$ cat src/rtl/ring_counter_pkg.sv
// ring_counter_pkg
//   Shared definitions for the ring/Johnson counter block.
//   - MODE_RING / MODE_JOHNSON : encoding of the mode input.
//   - seed(mode)               : start pattern of a mode, MAX_W bits wide;
//                                callers cast it down to their own width.
//   - is_legal_ring(q)         : exactly one bit set.
//   - is_legal_johnson(q, w)   : at most one adjacent-bit transition in q[w-1:0].
//   Callers zero-extend narrower codes to MAX_W before calling the checks.
package ring_counter_pkg;

  localparam int MAX_W = 32;

  localparam logic MODE_RING    = 1'b0;
  localparam logic MODE_JOHNSON = 1'b1;

  localparam logic [MAX_W-1:0] ONE = {{(MAX_W-1){1'b0}}, 1'b1};

  function automatic logic [MAX_W-1:0] seed(logic mode);
    return (mode == MODE_JOHNSON) ? '0 : ONE;
  endfunction

  // One-hot test: non-zero and clearing the lowest set bit leaves nothing.
  function automatic logic is_legal_ring(logic [MAX_W-1:0] q);
    return (q != '0) && ((q & (q - ONE)) == '0);
  endfunction

  // A Johnson code is a single run of ones against a run of zeros, so at
  // most one neighbouring pair may differ inside the active width.
  function automatic logic is_legal_johnson(logic [MAX_W-1:0] q, int w);
    logic [MAX_W-1:0] d;
    d = '0;
    for (int i = 0; i < MAX_W - 1; i++) begin
      if (i < w - 1) d[i] = q[i] ^ q[i+1];
    end
    return (d & (d - ONE)) == '0;
  endfunction

endpackage

$ cat src/rtl/ring_counter_gen_ring_code_check.sv
// ring_code_check
//   Combinational legality check of a counter code for the active mode.
//   Ports:
//     mode  in  1      0 = ring, 1 = Johnson
//     q     in  WIDTH  code under test
//     legal out 1      1 when q is a valid code for mode
import ring_counter_pkg::*;

module ring_code_check #(
  parameter int WIDTH = 4
) (
  input  logic             mode,
  input  logic [WIDTH-1:0] q,
  output logic             legal
);

  logic [MAX_W-1:0] q_ext;
  logic             ring_ok;
  logic             john_ok;

  assign q_ext   = MAX_W'(q);
  assign ring_ok = is_legal_ring(q_ext);
  assign john_ok = is_legal_johnson(q_ext, WIDTH);
  assign legal   = (mode == MODE_JOHNSON) ? john_ok : ring_ok;

endmodule

$ cat src/rtl/ring_counter_gen.sv
// ring_counter_gen
//   WIDTH-bit shift-register counter, ring (one-hot) or Johnson mode, either
//   direction, with enable, parallel load and a wrap pulse.
//   Optional self-correction (macro RING_SELF_CORRECT_EN) forces illegal codes
//   back to the seed of the registered mode and pulses err.
//   Ports:
//     clk        in  1      rising-edge clock
//     rst        in  1      synchronous active-high reset
//     en         in  1      advance one step
//     mode       in  1      0 = ring, 1 = Johnson
//     dir        in  1      0 = toward MSB, 1 = toward LSB
//     load       in  1      load load_data
//     load_data  in  WIDTH  parallel load value
//     count_out  out WIDTH  counter state
//     wrap       out 1      step landed on the seed
//     err        out 1      illegal code corrected (0 without the macro)
import ring_counter_pkg::*;

module ring_counter_gen #(
  parameter int WIDTH = 4
) (
  input  logic             clk,
  input  logic             rst,
  input  logic             en,
  input  logic             mode,
  input  logic             dir,
  input  logic             load,
  input  logic [WIDTH-1:0] load_data,
  output logic [WIDTH-1:0] count_out,
  output logic             wrap,
  output logic             err
);

  logic [WIDTH-1:0] cnt_q, cnt_d;
  logic             mode_q, mode_d;
  logic             wrap_q, wrap_d;
  logic             err_q, err_d;

  logic [WIDTH-1:0] seed_in;   // seed of the incoming mode (reset / mode change)
  logic [WIDTH-1:0] seed_cur;  // seed of the registered mode (step / correction)
  logic [WIDTH-1:0] stepped;
  logic             fb;
  logic             corr;

  assign seed_in  = WIDTH'(seed(mode));
  assign seed_cur = WIDTH'(seed(mode_q));

`ifdef RING_SELF_CORRECT_EN
  logic legal;

  ring_code_check #(.WIDTH(WIDTH)) u_check (
    .mode  (mode_q),
    .q     (cnt_q),
    .legal (legal)
  );

  assign corr = ~legal;
`else
  assign corr = 1'b0;
`endif

  // Bit shifted into the vacated end: plain rotate for ring, inverted for Johnson.
  always_comb begin
    fb = dir ? cnt_q[0] : cnt_q[WIDTH-1];
    if (mode_q == MODE_JOHNSON) fb = ~fb;
    stepped = dir ? {fb, cnt_q[WIDTH-1:1]} : {cnt_q[WIDTH-2:0], fb};
  end

  always_comb begin
    cnt_d  = cnt_q;
    mode_d = mode_q;
    wrap_d = 1'b0;
    err_d  = 1'b0;
    if (mode != mode_q) begin
      cnt_d  = seed_in;
      mode_d = mode;
    end else if (load) begin
      cnt_d = load_data;
    end else if (corr) begin
      cnt_d = seed_cur;
      err_d = 1'b1;
    end else if (en) begin
      cnt_d  = stepped;
      wrap_d = (stepped == seed_cur);
    end
  end

  always_ff @(posedge clk) begin
    if (rst) begin
      cnt_q  <= seed_in;
      mode_q <= mode;
      wrap_q <= 1'b0;
      err_q  <= 1'b0;
    end else begin
      cnt_q  <= cnt_d;
      mode_q <= mode_d;
      wrap_q <= wrap_d;
      err_q  <= err_d;
    end
  end

  assign count_out = cnt_q;
  assign wrap      = wrap_q;
  assign err       = err_q;

endmodule

$ cat config.mk
export PLATFORM = sky130hd
export DESIGN_NAME = ring_counter_gen
export DESIGN_NICKNAME = d
export VERILOG_FILES = /design/src/rtl/ring_counter_pkg.sv /design/src/rtl/ring_counter_gen_ring_code_check.sv /design/src/rtl/ring_counter_gen.sv
export SDC_FILE = /design/constraint.sdc
export NUM_CORES = 1
export LEC_CHECK = 0
export BUFFER_PORTS_ARGS = -buffer_cell sky130_fd_sc_hd__buf_2
export CORE_AREA = 5 5 42 44
export CTS_BUF_LIST = sky130_fd_sc_hd__clkbuf_16
export CTS_CLUSTER_SIZE = 20
export DETAILED_ROUTE_END_ITERATION = 7
export DIE_AREA = 0 0 47 49
export PLACE_DENSITY = 0.59
export SLEW_MARGIN = 0
export SYNTH_ARGS = -nofsm -noshare
export SYNTH_HDL_FRONTEND = slang
export SYNTH_SLANG_ARGS = --single-unit
$ cat constraint.sdc
create_clock -name clk -period 1.8 [get_ports clk]
set_input_delay 0.09 -clock clk [delete_from_list [all_inputs] [get_ports clk]]
set_output_delay 0.09 -clock clk [all_outputs]
set_load 0.1 [all_outputs]
# Yosys cells after proc, flatten, opt, wreduce, memory -nomap -nowiden
# Index checks and enable logic that the tools add are counted.
totals:
  reg_bits: 6
  in_bits: 10
  output_inout_bits: 6
op_classes:
  n_eq_ne: 2
  muxes: 11
  bitwise: 2
  reduce_logical: 3
ops:
  columns: ["op", "count"]
  rows:
  - ["2-to-1 mux 4 bit", 5]
  - ["2-to-1 mux 1 bit", 6]
  - ["== test 4 x 1 -> 1 bit", 1]
  - ["nonzero test 4 bit", 1]
  - ["OR reduction 4 bit", 1]
  - ["NOT 1 bit", 2]
  - ["nonzero test 2 bit", 1]
  - ["inequality test 1 bit", 1]

# Logic depth before layout (Yosys ltp)
# Gate-level depths: netlist of the first run.
depth:
  depth_word: 8
  ltp_mapped: 4
  depth_no_buf: 3

# Worst setup path before layout of the first run
# No wires, ideal clock.
synth_path:
  path_kind: "flip-flop to flip-flop"
  start: "reg cnt_q[3], in the netlist count_out[3]"
  end: "reg cnt_q[0], in the netlist count_out[0] (data pin)"
  setup_time_ns: 0.265
  arrival_time_ns: 1.624
  required_ns: 1.535
  slack_ns: -0.089
  path_stages_with_launch: 4
  path_buffers: 0
  synth_period_minus_slack_ns: 1.889
  path_cell_list: "edfxtp_1 -> xnor2_1 -> a2111oi_1 -> or3_1"
synth_between:
  elab_chain_len: 8
synth_lines:
  columns: ["item", "line_no", "source"]
  rows:
  - ["start: declaration", "ring_counter_gen.sv:34", "logic [WIDTH-1:0] cnt_q, cnt_d;"]
  - ["start signal: assignment", "ring_counter_gen.sv:90", "cnt_q <= seed_in;"]
  - ["start signal: assignment", "ring_counter_gen.sv:95", "cnt_q <= cnt_d;"]
  - ["2-to-1 mux 1 bit *", "ring_counter_gen.sv:64", "fb = dir ? cnt_q[0] : cnt_q[WIDTH-1];"]
  - ["NOT 1 bit", "ring_counter_gen.sv:65", "if (mode_q == MODE_JOHNSON) fb = ~fb;"]
  - ["2-to-1 mux 1 bit *", "ring_counter_gen.sv:65", null]
  - ["2-to-1 mux 4 bit *", "ring_counter_gen.sv:66", "stepped = dir ? {fb, cnt_q[WIDTH-1:1]} : {cnt_q[WIDTH-2:0], fb};"]
  - ["2-to-1 mux 4 bit *", "ring_counter_gen.sv:82", "end else if (en) begin"]
  - ["2-to-1 mux 4 bit *", "ring_counter_gen.sv:77", "end else if (load) begin"]
  - ["2-to-1 mux 4 bit *", "ring_counter_gen.sv:74", "if (mode != mode_q) begin"]
  - ["2-to-1 mux 4 bit *", "ring_counter_gen.sv:89", "if (rst) begin"]
# Mark *: on every way between the ends. The rest lies on a longest branch, timed or not. The select of a mux whose other input is x is not followed.
# A chain may end at the register's enable or synchronous reset.

# Worst setup path after layout of the first run
layout_path:
  start: "reg mode_q"
  end: "reg cnt_q[0], in the netlist count_out[0] (enable)"
layout_between:
  elab_chain_len: 2
layout_lines:
  columns: ["item", "line_no", "source"]
  rows:
  - ["start: declaration", "ring_counter_gen.sv:35", "logic mode_q, mode_d;"]
  - ["start signal: assignment", "ring_counter_gen.sv:91", "mode_q <= mode;"]
  - ["start signal: assignment", "ring_counter_gen.sv:96", "mode_q <= mode_d;"]
  - ["inequality test 1 bit", "ring_counter_gen.sv:74", null]
  - ["nonzero test 4 bit (no source line)", null, null]
# No other way between the ends.

==> metrics.log, run 1 <==
[metrics] post-detail-place hpwl: 732 µm
[metrics] Core ar.: 1400 µm²
[metrics] Hold Path Cell Cnt: 1
[metrics] critical path class: register to register
[metrics] vias in the first global route: 370
[metrics] antenna cell count: 0
[metrics] number of endpoints with negative hold slack in the final report: 0
[metrics] leakage power: 0.248 nW
[metrics] root cell of the clock tree: sky130_fd_sc_hd__clkbuf_16
[metrics] post-synthesis instance total: 42
[metrics] number of endpoints failing setup at the final stage: 0
[metrics] Slew Limit Fails: 0
[metrics] Worst EP required: 1760 ps
[metrics] EDFF count, synth: 5
[metrics] Avg Cell Area, Syn: 11.0 µm²
[metrics] die outline height: 49 µm
[metrics] net count reported at finish: 67
[metrics] minimum setup slack among reg-to-reg paths: 260 ps
[metrics] Post-synth top cells: sky130_fd_sc_hd__edfxtp_1 (5), sky130_fd_sc_hd__nor2_1 (4), sky130_fd_sc_hd__buf_6 (3), sky130_fd_sc_hd__nor3b_2 (3), sky130_fd_sc_hd__xnor2_1 (3)
[metrics] register bit total from synthesis: 6
[metrics] DP Area: 509 µm²
[metrics] routability-driven placement congestion ratio: 0.670
[metrics] Internal Dissipation: 502 µW
[metrics] post-route clock skew: 0.968 ps
[metrics] max-cap violations: 0
[metrics] smallest hold slack: 92.6 ps
[metrics] die boundary width: 47 µm
[metrics] # rows: 14
[metrics] top cells by area in the synthesized netlist: sky130_fd_sc_hd__edfxtp_1 (33%), sky130_fd_sc_hd__nor3b_2 (8.2%), sky130_fd_sc_hd__buf_6 (7.3%)
[metrics] detailed-router iteration count before antenna repair: 4
[metrics] Synth-to-Final Area Change: 27.7%
[metrics] post-synthesis cell area: 460 µm²
[metrics] power spent charging and discharging nets: 220 µW
[metrics] via density per instance: 5.04
[metrics] initial antenna violation count: 0
[metrics] number of levels the H-tree was split into: 1
[metrics] Total Die Area: 2300 µm²
[metrics] post-route ant nets: 0
[metrics] power per cell area: 1230 nW/µm²
[metrics] share of synthesized area occupied by flip-flops and latches: 37.0%
[metrics] maximum clock frequency: 648 MHz
[metrics] post-cts repair resize count: 0
[metrics] Critical path buffers and inverters: 0
[metrics] wire length of the first global-routing pass: 1520 µm
[metrics] peak fanout along the critical path: 7
[metrics] delay of the slowest cell on the worst path: 500 ps
[metrics] logic depth of the worst setup path including buffers: 3
[metrics] number of hold buffers added after CTS: 0
[metrics] Critical Path Sink Type: register
[metrics] unrepaired setup endpoints after global routing: no
[metrics] most frequently used flop master after synthesis: sky130_fd_sc_hd__edfxtp_1
[metrics] Async S/R FF share, synth: 0%
[metrics] clock-pin slew on the worst setup and hold paths: 40 ps
[metrics] number of buffers inserted to repair setup after CTS: 0
[metrics] start point of the critical path: mode_q
[metrics] post-synth cell types: 25
[metrics] cell chain of the critical path: xnor2_1, nand2b_2, or3_1
[metrics] status: finished, final reports clean
[metrics] combinational power share: 22.7%
[metrics] First DRT Iteration DRCs: 7
[metrics] number of vias in the routed layout: 363
[metrics] number of fillers in the final layout: 152
[metrics] most instantiated library cell after synthesis: sky130_fd_sc_hd__edfxtp_1
[metrics] initial cell density of the core: 32.9%
[metrics] total clock sinks: 6
[metrics] critical path arrival: 1510 ps
[metrics] ratio of cells with drive above 1 in the final layout: 44.6%
[metrics] clock share of power: 51.5%
[metrics] start point of the worst hold path: mode
[metrics] maximum resistive drop on vdd: 678 µV
[metrics] endpoint of the lowest-slack register-to-register path: count_out[0]
[metrics] post-synth top area share: 32.6%
[metrics] Buffers on Ports: 14
[metrics] portion of the clock cycle consumed by the worst path in the final layout: 85.7%
[metrics] IO Pins: 16
[metrics] area occupied by multi-input gates: 249 µm²
[metrics] maximum clock insertion buffer count: 2
[metrics] class of the tightest hold or removal check: primary input to register
[metrics] fin area: 588 µm²
[metrics] total global routing track utilization: 10.3%
[metrics] TritonCTS clock tree: yes
[metrics] GRT Residual Overflow: 0
[metrics] startpoint type of the worst setup path: register
[metrics] sequential cell area: 170 µm²
[metrics] CP max-delay cell: sky130_fd_sc_hd__edfxtp_1
[metrics] number of buffers created by CTS: 3
[metrics] reg2reg path depth: 3
[metrics] launch instance of the worst register-to-register path: mode_q
[metrics] latest clock arrival within the worst-skew pair: 230 ps
[metrics] routed wirelength normalized by instance count: 13.4 µm
[metrics] largest net degree at the start of global routing: 10
[metrics] switching portion of total power: 30.4%
[metrics] final WL: 963 µm
[metrics] cell class contributing the biggest share of worst-path delay: simple AND/OR/NAND/NOR gates
[metrics] post-synth net total: 52
[metrics] drc violations: 0
[metrics] library cell with the largest summed area after synthesis: sky130_fd_sc_hd__edfxtp_1
[metrics] share of power burned in registers: 25.8%
[metrics] shortest clock period the worst path allows after layout: 1540 ps
[metrics] count of warnings emitted by yosys: 0
[metrics] Endpoint, Worst Hold: mode_q
[flip-flops by register name (all words and copies together) (netlist names)]
register and flops:
count_out 4, mode_q 1, wrap 1
[placed cells by master (no fill, tap or decap)]
master	netlist	final
sky130_fd_sc_hd__a2111oi_0	1	1
sky130_fd_sc_hd__a2111oi_1	1	1
sky130_fd_sc_hd__a2111oi_2	1	1
sky130_fd_sc_hd__a211o_1	1	1
sky130_fd_sc_hd__a21oi_1	1	1
sky130_fd_sc_hd__and3b_1	1	1
sky130_fd_sc_hd__buf_2	0	14
sky130_fd_sc_hd__clkbuf_16	0	3
sky130_fd_sc_hd__conb_1	1	1
sky130_fd_sc_hd__dfxtp_1	1	1
sky130_fd_sc_hd__edfxtp_1	5	5
sky130_fd_sc_hd__inv_1	0	1
sky130_fd_sc_hd__mux2_2	2	2
sky130_fd_sc_hd__mux2i_1	2	2
sky130_fd_sc_hd__nand2_1	2	2
sky130_fd_sc_hd__nand2b_2	1	1
sky130_fd_sc_hd__nor2_1	4	4
sky130_fd_sc_hd__nor2b_1	1	1
sky130_fd_sc_hd__nor3_1	1	1
sky130_fd_sc_hd__nor3b_2	3	3
sky130_fd_sc_hd__o21ai_0	1	1
sky130_fd_sc_hd__o21ai_1	1	1
sky130_fd_sc_hd__o21ba_2	1	1
sky130_fd_sc_hd__or2b_1	1	1
sky130_fd_sc_hd__or3_1	2	2
sky130_fd_sc_hd__xnor2_1	3	3
[worst max-delay path by stage]
stage                         to  slack, ps
floorplan           count_out[0]        -90
detailed placement  count_out[0]        250
global route        count_out[3]        190
CTS                 count_out[0]        240
finish              count_out[0]        260
global placement    count_out[0]        280
[cells by family (layout without fill, tap and decap cells)]
family | Yosys count | after routing | synth area share (%)
AND/OR/NAND/NOR | 16 | 16 | 23.6
flip-flops | 6 | 6 | 37.0
other | 1 | 1 | 0.814
multiplexers | 4 | 4 | 9.24
buffers and inverters | 4 | 18 | 8.97
AO/OA/AOI/OAI | 8 | 8 | 14.7
XOR/XNOR | 3 | 3 | 5.71
[power by group through the flow]
| stage | clock, mW | sequential [mW] | combinational, mW |
|---|---|---|---|
| floorplan | 0 | 0.251 | 0.0797 |
| global placement | 0 | 0.188 | 0.165 |
| detailed placement | 0 | 0.188 | 0.165 |
| CTS | 0.381 | 0.186 | 0.166 |
| global route | 0.384 | 0.189 | 0.174 |
| finish | 0.372 | 0.186 | 0.164 |
[worst reg2reg max path, delay by kind of cell (launching register included)]
| kind | cells | cell delay [ps] |
|---|---|---|
| xor+xnor | 1 | 240 |
| flops | 1 | 500 |
| simple gates | 2 | 530 |
[final cells by class]
cell class / instances / area share [%]
Multi-Input combinational cell: 32 / 42.3
Sequential cell: 6 / 28.9
Clock buffer: 3 / 12.8
Timing Repair Buffer: 14 / 11.9
Tap cell: 16 / 3.40
Clock inverter: 1 / 0.638
[metal layers]
layer | GRT usage (%) | routed length (µm) | up-vias | share of wire, %
met5 | 0 | 0 | - | 0
met4 | 11.1 | 51 | 0 | 5.3
met3 | 5.54 | 79 | 4 | 8.2
met2 | 13.8 | 453 | 12 | 47
met1 | 10.3 | 379 | 166 | 39
li1 | - | - | 181 | -
[stage by stage]
stage | worst slack (ps) | util [%] | TNS, ps | total power, mW | instances
6_report | 257 | 42.0 | 0 | 0.722 | 72
5_1_grt | 194 | 42.0 | 0 | 0.746 | 72
4_1_cts | 244 | 42.0 | 0 | 0.732 | 72
3_5_place_dp | 254 | 36.3 | 0 | 0.353 | 68
3_3_place_gp | 282 | 36.3 | 0 | 0.353 | 68
2_1_floorplan | -89.0 | - | -89.0 | 0.331 | 42
(Power assumes the default switching activity.)
==> run 2: changes to the inputs <==
- CELL_PAD_IN_SITES_DETAIL_PLACEMENT: not set -> 0
- CELL_PAD_IN_SITES_GLOBAL_PLACEMENT: not set -> 1
- PLACE_DENSITY: 0.59 -> 0.74
- clock period: 1.8 -> 1.9 ns (I/O delays scaled with it)
==> run 2 against run 1 <==
Register-to-register slack improved by 90 ps. Largest cell class unchanged. Combinational power decreased by 4%. Final area unchanged. Worst setup slack improved by 87 ps. Hold slack improved by 16 ps. First-iteration DRC count decreased by 43%. Sequential cell count unchanged. Sequential power decreased by 5%. Critical path type unchanged. Critical path depth unchanged. Power decreased by 5.0%.
==> metrics.log, run 2 (synthesized netlist as in run 1, its figures left out) <==
[metrics] post-route clock skew: 0.768 ps
[metrics] met3 track utilization from global routing: 4.80%
[metrics] status: finished, final reports clean
[metrics] total global routing track utilization: 10.3%
[metrics] met2 usage in global routing: 13.3%
[metrics] Critical Path Sink Type: register
[metrics] maximum clock frequency: 643 MHz
[metrics] net count reported at finish: 67
[metrics] vias in the first global route: 331
[metrics] Total Die Area: 2300 µm²
[metrics] total clock sinks: 6
[metrics] area occupied by multi-input gates: 249 µm²
[metrics] number of vias in the routed layout: 366
[metrics] via density per instance: 5.08
[metrics] shortest clock period the worst path allows after layout: 1560 ps
[metrics] Worst Setup Slack post-DPL: 344 ps
[metrics] startpoint type of the worst setup path: register
[metrics] core occupancy in the finished layout: 42.0%
[metrics] leakage power: 0.248 nW
[metrics] maximum resistive drop on vdd: 659 µV
[metrics] unrepaired setup endpoints after global routing: no
[metrics] number of levels the H-tree was split into: 1
[metrics] detailed-router iteration count before antenna repair: 3
[metrics] initial antenna violation count: 0
[metrics] die boundary width: 47 µm
[metrics] routing layer with the top usage in global route: met2
[metrics] portion of the clock cycle consumed by the worst path in the final layout: 81.9%
[metrics] root cell of the clock tree: sky130_fd_sc_hd__clkbuf_16
[metrics] Buffers on Ports: 14
[metrics] Worst EP required: 1860 ps
[metrics] critical path class: register to register
[metrics] commonest cells after routing, fill and taps aside: sky130_fd_sc_hd__buf_2 (14), sky130_fd_sc_hd__edfxtp_1 (5), sky130_fd_sc_hd__nor2_1 (4)
[metrics] CP max-delay cell: sky130_fd_sc_hd__edfxtp_1
[metrics] total power consumption of the routed design: 686 µW
[metrics] TritonCTS clock tree: yes
[metrics] critical path arrival: 1510 ps
[metrics] fin worst setup slack: 344 ps
[metrics] max FFs per register: 4
[metrics] met1 capacity usage during global routing: 11.7%
[metrics] routability-driven placement congestion ratio: 0.649
[metrics] Slew Limit Fails: 0
[metrics] drc violations: 0
[metrics] GRT Residual Overflow: 0
[metrics] number of buffers created by CTS: 3
[metrics] fin area: 588 µm²
[metrics] most common cell after layout, fill and taps aside: sky130_fd_sc_hd__buf_2
[metrics] post-cts repair resize count: 0
[metrics] Synth-to-Final Area Change: 27.7%
[metrics] number of buffers inserted to repair setup after CTS: 0
[metrics] antenna cell count: 0
[metrics] maximum clock insertion buffer count: 2
[metrics] routed wirelength normalized by instance count: 13.9 µm
[metrics] post-detail-place hpwl: 753 µm
[metrics] smallest hold slack: 108 ps
[metrics] largest net degree at the start of global routing: 10
[metrics] ratio of cells with drive above 1 in the final layout: 44.6%
[metrics] wire length of the first global-routing pass: 1570 µm
[metrics] number of hold buffers added after CTS: 0
[metrics] peak fanout along the critical path: 7
[metrics] number of fillers in the final layout: 144
[metrics] latest clock arrival within the worst-skew pair: 230 ps
[metrics] Core ar.: 1400 µm²
[metrics] Sum Neg Setup Slack: 0 ps
[metrics] Inst Count DP: 68
[metrics] IO Pins: 16
[metrics] DP Area: 509 µm²
[metrics] # rows: 14
[metrics] final WL: 1000 µm
[metrics] max-cap violations: 0
[metrics] clock-pin slew on the worst setup and hold paths: 40 ps
[metrics] delay of the slowest cell on the worst path: 500 ps
[metrics] die outline height: 49 µm
[metrics] power per cell area: 1170 nW/µm²
[metrics] sequential cell area: 170 µm²
[metrics] non-filler cells, final: 72
[metrics] number of endpoints failing setup at the final stage: 0
[metrics] First DRT Iteration DRCs: 4
[metrics] number of endpoints with negative hold slack in the final report: 0
[metrics] initial cell density of the core: 32.9%
[metrics] post-route ant nets: 0
[metrics] class of the tightest hold or removal check: primary input to register
[metrics] cell chain of the critical path: xnor2_1, nand2b_2, or3_1
run 2: cell counts in the layout (fill, tap and decap cells not counted):
No cell type changed its count.
run 2: worst paths after layout:
| path | from | to | slack, ps | cells past startpoint |
|---|---|---|---|---|
| worst max-delay path | mode_q | count_out[1] | 340 | 3 |
| worst min-delay path | mode | mode_q | 110 | 1 |
| worst max register to register | mode_q | count_out[1] | 340 | 3 |
| worst min register to register | count_out[2] | wrap | 670 | 3 |
run 2: layout make-up:
type	count	share of cell area (%)
clock buffer	3	12.8
sequential	6	28.9
multi-input combinational	32	42.3
clock inverter	1	0.638
tap	16	3.40
timing repair buffer	14	11.9
run 2: routing by layer:
metal / wire, µm / part of all wire [%]
met1: 397 / 40
met2: 490 / 49
met3: 69 / 6.9
met4: 46 / 4.6
met5: 0 / 0
run 2: worst max-delay path, delay by kind of cell, from the launching register on:
family,cells,cell delay (ps)
simple gates,2,560
xor+xnor,1,230
flops,1,500
run 2: power breakdown:
group	leakage, nW	internal [mW]	switching [mW]
Sequential	0.0637	0.157	0.0189
Combinational	0.142	0.0452	0.112
Clock	0.0423	0.274	0.0795
Total	0.248	0.476	0.210
